==> config.mk <==
export PLATFORM = sky130hd
export DESIGN_NAME = dbus_ctrl
export DESIGN_NICKNAME = d
export VERILOG_FILES = /design/src/rtl/dbus_ctrl_pkg.sv /design/src/rtl/decode_pkg.sv /design/src/rtl/load_extract.sv /design/src/rtl/dbus_ctrl.sv
export SDC_FILE = /design/constraint.sdc
export NUM_CORES = 1
export LEC_CHECK = 0
export CAP_MARGIN = 5
export CORE_AREA = 2 2 162 164
export CTS_CLUSTER_DIAMETER = 200
export DETAILED_ROUTE_END_ITERATION = 6
export DIE_AREA = 0 0 164 166
export PLACE_DENSITY = 0.77
export SETUP_SLACK_MARGIN = 0.3
export SYNTH_ARGS = -nofsm -noshare
export SYNTH_HDL_FRONTEND = slang
export SYNTH_SLANG_ARGS = --single-unit
==> constraint.sdc <==
create_clock -name clk -period 11.1 [get_ports clk]
set_clock_uncertainty 0.05 [all_clocks]
set_input_delay 1.11 -clock clk [delete_from_list [all_inputs] [get_ports clk]]
set_output_delay 1.11 -clock clk [all_outputs]
set_load 0.02 [all_outputs]
==> src/rtl/dbus_ctrl_pkg.sv <==
// dbus_ctrl_pkg: pipeline-side types for the memory-stage data-bus controller.
// dbus_state_t: IDLE accepts a new access, BUSY owns the bus request,
// HOLD presents the completed result until the pipeline advances.
package dbus_ctrl_pkg;

    typedef enum logic [1:0] {
        IDLE = 2'd0,
        BUSY = 2'd1,
        HOLD = 2'd2
    } dbus_state_t;

endpackage

==> src/rtl/decode_pkg.sv <==
// decode_pkg: shared decode-stage types.
// Provides the memory access size encoding used by the memory stage and the
// data bus (msize_t with MSIZE1/2/4/8 for byte/half/word/double accesses).
package decode_pkg;

    typedef enum logic [1:0] {
        MSIZE1 = 2'd0,
        MSIZE2 = 2'd1,
        MSIZE4 = 2'd2,
        MSIZE8 = 2'd3
    } msize_t;

endpackage

==> src/rtl/load_extract.sv <==
// load_extract: combinational load-data alignment and extension.
// Ports:
//   byte_off    - byte offset of the access within the bus lane (addr low bits)
//   msize       - access size (MSIZE1/2/4/8)
//   is_unsigned - zero-extend instead of sign-extend
//   raw         - full-lane read data from the bus
//   data        - right-justified, extended load value
module load_extract
    import decode_pkg::*;
#(
    parameter int DATA_W = 64
) (
    input  logic [$clog2(DATA_W/8)-1:0] byte_off,
    input  msize_t                      msize,
    input  logic                        is_unsigned,
    input  logic [DATA_W-1:0]           raw,
    output logic [DATA_W-1:0]           data
);

    logic [DATA_W-1:0] shifted;

    always_comb begin
        shifted = raw >> {byte_off, 3'b000};
        data    = shifted;
        case (msize)
            MSIZE1: data = {{(DATA_W-8){shifted[7] & ~is_unsigned}},  shifted[7:0]};
            MSIZE2: data = {{(DATA_W-16){shifted[15] & ~is_unsigned}}, shifted[15:0]};
            MSIZE4: data = {{(DATA_W-32){shifted[31] & ~is_unsigned}}, shifted[31:0]};
            default: data = shifted;
        endcase
    end

endmodule

==> src/rtl/dbus_ctrl.sv <==
// dbus_ctrl: memory-stage data-bus controller.
// Issues one bus transaction per memory instruction, stalls the pipeline until
// it completes, and returns extended load data. Misaligned accesses raise
// misalign_exc and never reach the bus.
// Ports:
//   clk, reset           - clock, asynchronous active-high reset
//   req_*                - memory-stage access (held stable while stall=1)
//   advance, flush       - pipeline register enable / kill current instruction
//   dreq_*               - bus request (registered, stable while dreq_valid)
//   dresp_data_ok/data   - bus completion pulse and raw read lane
//   done, rdata          - result available / extended load data (0 for stores)
//   stall, misalign_exc  - pipeline hold / misaligned-access exception
module dbus_ctrl
    import decode_pkg::*;
    import dbus_ctrl_pkg::*;
#(
    parameter int ADDR_W = 64,
    parameter int DATA_W = 64
) (
    input  logic                clk,
    input  logic                reset,
    input  logic                req_valid,
    input  logic                req_write,
    input  logic [ADDR_W-1:0]   req_addr,
    input  msize_t              req_msize,
    input  logic                req_unsigned,
    input  logic [DATA_W-1:0]   req_wd,
    input  logic [DATA_W/8-1:0] req_strobe,
    input  logic                req_misalign,
    input  logic                advance,
    input  logic                flush,
    output logic                dreq_valid,
    output logic [ADDR_W-1:0]   dreq_addr,
    output msize_t              dreq_size,
    output logic [DATA_W/8-1:0] dreq_strobe,
    output logic [DATA_W-1:0]   dreq_data,
    input  logic                dresp_data_ok,
    input  logic [DATA_W-1:0]   dresp_data,
    output logic                done,
    output logic [DATA_W-1:0]   rdata,
    output logic                stall,
    output logic                misalign_exc
);

    localparam int OFF_W = $clog2(DATA_W/8);

    dbus_state_t       state;
    logic              write_r;
    logic              unsigned_r;
    logic              kill;
    logic              accept;
    logic [DATA_W-1:0] ext_data;

    assign accept       = (state == IDLE) && req_valid && !req_misalign && !flush;
    assign misalign_exc = (state == IDLE) && req_valid && req_misalign && !flush;
    // Stall starts in the accept cycle so the request stays on the inputs
    // until the bus registers have captured it.
    assign stall        = accept || (state == BUSY);

    load_extract #(.DATA_W(DATA_W)) u_load_extract (
        .byte_off    (dreq_addr[OFF_W-1:0]),
        .msize       (dreq_size),
        .is_unsigned (unsigned_r),
        .raw         (dresp_data),
        .data        (ext_data)
    );

    always_ff @(posedge clk or posedge reset) begin
        if (reset) begin
            state       <= IDLE;
            dreq_valid  <= 1'b0;
            dreq_addr   <= '0;
            dreq_size   <= MSIZE1;
            dreq_strobe <= '0;
            dreq_data   <= '0;
            write_r     <= 1'b0;
            unsigned_r  <= 1'b0;
            kill        <= 1'b0;
            done        <= 1'b0;
            rdata       <= '0;
        end else begin
            case (state)
                IDLE: begin
                    if (accept) begin
                        dreq_valid  <= 1'b1;
                        dreq_addr   <= req_addr;
                        dreq_size   <= req_msize;
                        dreq_strobe <= req_write ? req_strobe : '0;
                        dreq_data   <= req_wd;
                        write_r     <= req_write;
                        unsigned_r  <= req_unsigned;
                        kill        <= 1'b0;
                        state       <= BUSY;
                    end
                end
                BUSY: begin
                    // A flushed transaction still runs to completion on the
                    // bus; kill only suppresses the result.
                    if (flush) begin
                        kill <= 1'b1;
                    end
                    if (dresp_data_ok) begin
                        dreq_valid <= 1'b0;
                        rdata      <= write_r ? '0 : ext_data;
                        if (kill || flush) begin
                            kill  <= 1'b0;
                            state <= IDLE;
                        end else begin
                            done  <= 1'b1;
                            state <= HOLD;
                        end
                    end
                end
                HOLD: begin
                    if (advance || flush) begin
                        done  <= 1'b0;
                        state <= IDLE;
                    end
                end
                default: begin
                    dreq_valid <= 1'b0;
                    done       <= 1'b0;
                    state      <= IDLE;
                end
            endcase
        end
    end

endmodule
==> metrics.csv, run 1 <==
metric,value,unit
leakagePower,6.90,nW
drtIter0Drc,880,
ys_ff_latch,209,
cts_setup_buffers,0,
ant_nets,0,
power_frac_seq,0.328,
setup_tns,0,ns
maxCapViolations,0,
post_cts_resized,0,
synth_nets,1331,
fmax,205,MHz
yosys_warnings,0,
totalWireLength,36900,µm
slew_viol_final,0,
clock_path_buffers,3,
avgSynthCellArea,8.88,µm²
cp_cell_sequence,clkdlybuf4s50_1 > nor4b_1 > nand2b_4 > nand2_1 > clkdlybuf4s50_1,
vias,9620,
finalHoldViolCount,0,
synth_top_area_cell,dfrtp_1,
synth_cell_types,35,
grt_setup_unrepaired,no,
p_comb_frac,0.413,
die_area,0.0272,mm²
start_util,0.388,
clk_pin_slew,0.06,ns
switchingPower,0.00125,W
outcome,completed,
cp_max_fo,76,
fin_crit,4.88,ns
p_int,0.00219,W
place_area,0.0143,mm²
crit_path_start,flush,
cts_made_buffers,24,
slowest_delay,0.63,ns
grt_pass1_wl,55900,µm
hold_path.class,register to register,
worstSetupPathType,primary input to primary output,
finalCritPeriodShare,0.440,
io_buffers,416,
core,0.0256,mm²
end_kind,primary output,
first_pass_iters,5,
grt_max_degree,131,
cts-htree-levels,1,
die_w,164,µm
place.gp.congestion,0.934,
holdPathEnd,dreq_strobe[1]$_DFFE_PP0P_,
hold_start,dreq_strobe[1]$_DFFE_PP0P_,
clock_latency,0.53,ns
cp_data_required_time,9.94,ns
rrSetupSlack,7.74,ns
worstPathArrival,3.72,ns
swShare,0.363,
reg2reg_to,dreq_data[57]$_DFFE_PP0P_,
die_y,166,µm
wl_per_cell,20.0,µm
min_path_cells,2,
ff2ff_path_depth,5,
area_growth,52.8,%
setup_viol,0,
cts_tree,yes,
hpwlAfterDp,26400,µm
synthDominantCellAreaShare,0.526,
vias_per_cell,5.20,
pin_count,417,
design_area,0.0152,mm²
grt_overflow,0,
syn_area,0.00995,mm²
ys_seq_area_frac,0.526,
grt_pass1_vias,9573,
synthTopCellsByArea,"dfrtp_1 53%, nand2_1 18%, mux2i_1 6.0%, mux4_2 2.9%, o21ai_0 2.8%",
final_layout_size_suffix_gt1_frac,0.0571,
path_common_cell,clkdlybuf4s50_1,
reg2reg_from,state[0]$_DFFE_PP0P_,
p_per_area,226,mW/mm²
antenna_found_initial,9,
vdd_drop_max,0.000160,V
startpoint_type,primary input,
cts.sinks,209,
placementRows,59,
cts_hold_buf,0,
cpMaxStageDelayCell,nor4b_1,
tightest_slew,1.07,ns
drc,0,
slew_headroom,0.288,
nets,1699,
netlist_instances,1120,
clockRootBuffer,clkbuf_16,
groute.usage.overall,0.267,
p_clk_frac,0.259,
[area by class of cell]
cell class | instances | area, µm²
inverters | 8 | 37.5
flip-flops and latches | 209 | 5240
fillers | 2171 | 10400
clock buffers | 31 | 677
multi-input cells | 819 | 4360
diodes | 9 | 22.5
clock inverters | 13 | 213
well taps | 335 | 419
repair buffers | 426 | 4240
[worst max-delay path, delay by kind of cell]
kind | cells | cell delay, ns
simple gates | 3 | 1.50
buf+inv | 2 | 1.10
[cells in the mapped netlist]
cell and number:
nand4b_1 1, o31ai_1 17, nor2_1 37, a32oi_1 6
nand3_1 9, o221ai_1 10, and2_1 3, o22ai_1 7
or2_0 1, nor2b_1 11, nor3_2 1, a211oi_1 16
mux2i_1 60, a32o_1 1, clkbuf_1 63, nor4b_2 1
or2_2 3, a2bb2oi_1 2, buf_2 14, a21oi_1 34
a221o_1 7, nand2b_1 13, buf_1 3, o311ai_0 1
buf_4 4, mux4_2 13, and4b_1 1, inv_1 8
o21ai_0 55, nand3b_1 1, nand2_1 487, dfrtp_1 209
o22a_1 10, nor4b_1 1, mux2_2 10
[power groups by stage]
stage / Sequential (W) / Combinational, W / Clock [W]
finish: 0.00113 / 0.00142 / 0.000889
global route: 0.00116 / 0.00152 / 0.000939
CTS: 0.00113 / 0.00143 / 0.000905
detailed placement: 0.00114 / 0.00142 / 0
global placement: 0.00113 / 0.00140 / 0
floorplan: 0.00139 / 0.000457 / 0
[cell usage in the layout (no fill, tap or decap), types with 3 or more instances in the layout]
cell type	n
clkinvlp_4	3
and2_1	3
nor2_1	37
a32oi_1	6
clkinv_2	3
nand2_1	487
clkbuf_16	24
o21ai_0	55
clkdlybuf4s50_1	416
mux4_2	13
o221ai_1	10
bufinv_16	5
dfrtp_1	206
diode_2	9
mux2i_1	60
o31ai_1	17
o22a_1	10
a221o_1	7
or2_2	3
a211oi_1	16
nand3_1	9
buf_4	10
a21oi_1	34
nor2b_1	10
o22ai_1	7
inv_1	7
nand2b_1	12
mux2_2	10
clkbuf_8	5
[logic make-up after synthesis]
| group | share of synthesized area |
|---|---|
| and+or+nand+nor | 0.228 |
| buffers and inverters | 0.0380 |
| AOI/OAI and AO/OA | 0.108 |
| muxes | 0.101 |
| DFF | 0.526 |
[flip-flops by register name, summed over array words and instances, names as in the netlist]
| register | count |
|---|---|
| kill | 1 |
| rdata | 64 |
| dreq_size | 2 |
| state | 2 |
| write_r | 1 |
| dreq_data | 64 |
| dreq_strobe | 8 |
| dreq_addr | 64 |
| unsigned_r | 1 |
| dreq_valid | 1 |
| done | 1 |
[how the worst max path moves through the flow]
stage               slack [ns]  depth (start not counted)          endpoint
floorplan                 4.23                          1  done$_DFFE_PP0P_
global placement          6.26                          5             stall
detailed placement        6.20                          5             stall
CTS                       6.19                          5             stall
global route              6.04                          5             stall
finish                    6.22                          5             stall
[through the flow]
step	instances	setup WS [ns]	hold WS, ns	power, W	util
finish	1850	6.22	0.415	0.00344	0.593
global route	1850	6.04	0.442	0.00362	0.593
CTS	1841	6.19	0.419	0.00346	0.593
detailed placement	1797	6.20	0.406	0.00256	0.558
global placement	1797	6.26	0.399	0.00254	0.558
floorplan	1120	4.23	0.412	0.00185	-
[layer usage]
metal  routed length (µm)  track usage  up-vias  share of wire
li1                     -            -     4471              -
met1                13600        0.312     4595           0.37
met2                17700        0.435      462           0.48
met3                 4010       0.0977       92           0.11
met4                 1570        0.125        0          0.043
met5                    0            0        -              0
No activity file was read; power rests on OpenSTA's default activity.
==> run 2, diff against run 1 <==
Settings changed: CORE_AREA 2 2 162 164 to 2 2 160 162, DIE_AREA 0 0 164 166 to 0 0 162 164, PLACE_DENSITY 0.77 to 0.79.
Clock period 11.1 ns to 4.8 ns, I/O delays scaled along.
==> metrics.csv, run 2 (synthesized netlist as in run 1, its figures left out) <==
metric,value,unit,change
cp_max_fo,40,,-47%
worstPathArrival,2.83,ns,-0.89 ns
hpwlAfterDp,26300,µm,-0.29%
ant_nets,0,,unchanged
setup_tns,0,ns,unchanged
outcome,completed,,
die_w,162,µm,-1.2%
first_pass_iters,5,,unchanged
groute.usage.overall,0.269,,+0.00166
totalWireLength,36800,µm,-0.27%
layout_commonest_cell,nand2_1,,
vdd_drop_max,0.000394,V,+150%
cts_hold_buf,0,,unchanged
finalHoldViolCount,0,,unchanged
antenna_found_initial,4,,-5
tightest_slew,1.13,ns,+0.0581 ns
pin_count,417,,unchanged
cp_data_required_time,4.27,ns,-5.67 ns
grt_overflow,0,,unchanged
nets,1701,,+0.12%
slowest_delay,0.68,ns,+0.05 ns
leakagePower,6.94,nW,+0.57%
fillers,2065,,-4.9%
vias,9590,,-0.31%
die_area,0.0266,mm²,-2.4%
worstSetupPathType,register to primary output,,
grt_max_degree,106,,-19%
final_layout_size_suffix_gt1_frac,0.0577,,+0.000587
multiInputGateArea,0.00436,mm²,unchanged
cpMaxStageDelayCell,nor4b_1,,
startpoint_type,register,,
clk_pin_slew,0.06,ns,about the same
slew_headroom,0.249,,-0.0387
p_per_area,526,mW/mm²,+130%
wl_per_cell,20.0,µm,+0.16%
grt_pass1_wl,55500,µm,-0.70%
drtIter0Drc,636,,-28%
cts.sinks,209,,unchanged
vias_per_cell,5.21,,+0.12%
final_cell_mix,"487 x nand2_1, 416 x clkdlybuf4s50_1, 206 x dfrtp_1, 60 x mux2i_1, 55 x o21ai_0",,
clock_latency,0.51,ns,-0.02 ns
core,0.0248,mm²,-3.1%
die_y,164,µm,-1.2%
cp_cell_sequence,nor4b_1 > nand2b_4 > nand2_1 > clkdlybuf4s50_1,,
post_cts_resized,0,,unchanged
io_buffers,416,,unchanged
place.gp.congestion,0.890,,-4.8%
drc,0,,unchanged
clockRootBuffer,clkbuf_16,,
power,0.00803,W,+130%
cts_made_buffers,24,,unchanged
start_util,0.401,,+0.0125
grt_setup_unrepaired,no,,
dp_slack,1.48,ns,-4.72 ns
top_regs,"dreq_addr: 64 flops, dreq_data: 64 flops, rdata: 64 flops",,
finalCritPeriodShare,0.701,,
cts_tree,yes,,
fmax,297,MHz,
fin_ws,1.44,ns,-4.78 ns
placementRows,58,,-1.7%
grt_pass1_vias,9652,,+0.83%
clock_path_buffers,3,,unchanged
fin_crit,3.36,ns,
area_growth,53.4,%,
cts-htree-levels,1,,unchanged
end_kind,primary output,,
maxCapViolations,0,,unchanged
regArea,0.00524,mm²,unchanged
setup_viol,0,,unchanged
slew_viol_final,0,,unchanged
cts_setup_buffers,0,,unchanged
hold_path.class,primary input to async pin,,
run 2: worst max-delay path, delay by kind of cell (launching register included):
family | cells | cell delay (ns)
buf+inv | 1 | 0.61
flops | 1 | 0.45
simple gates | 3 | 1.27
run 2: path summary, 6_finish.rpt:
| check | start | to | slack [ns] | cells past startpoint |
|---|---|---|---|---|
| max reg2reg | dreq_addr[2]$_DFFE_PP0P_ | rdata[27]$_DFFE_PP0P_ | 1.85 | 6 |
| min reg2reg | dreq_addr[33]$_DFFE_PP0P_ | dreq_addr[33]$_DFFE_PP0P_ | 0.42 | 2 |
| min in group clk | dreq_addr[33]$_DFFE_PP0P_ | dreq_addr[33]$_DFFE_PP0P_ | 0.42 | 2 |
| max | state[0]$_DFFE_PP0P_ | stall | 1.44 | 4 |
| min | reset | dreq_addr[12]$_DFFE_PP0P_ | 0.33 | 2 |
| max in group asynchronous | reset | dreq_data[31]$_DFFE_PP0P_ | 3.46 | 3 |
run 2: where the power goes:
group          internal [W]  leakage (nW)  switching, W
Sequential          0.00228          2.64      0.000377
Combinational       0.00151          3.85       0.00174
Clock               0.00136         0.451      0.000758
run 2: layer usage:
layer,up-vias,track usage,share of wire
li1,4454,-,-
met3,105,0.0957,0.11
met5,-,0,0
met2,462,0.436,0.47
met1,4569,0.314,0.37
met4,0,0.142,0.054
run 2: final cells by class:
type	instances	share of cell area
flip-flops and latches	209	0.343
multi-input cells	819	0.285
repair buffers	428	0.281
clock buffers	34	0.0471
well taps	330	0.0270
clock inverters	10	0.0133
inverters	8	0.00221
diodes	4	0.000656
run 2: stage by stage:
step	std cells	hold slack [ns]	instance area, µm²	util
finish	1842	0.329	15300	0.615
floorplan	1120	0.412	9950	-
global route	1842	0.359	15300	0.615
CTS	1838	0.328	15300	0.615
global placement	1794	0.400	14300	0.577
detailed placement	1794	0.406	14300	0.577
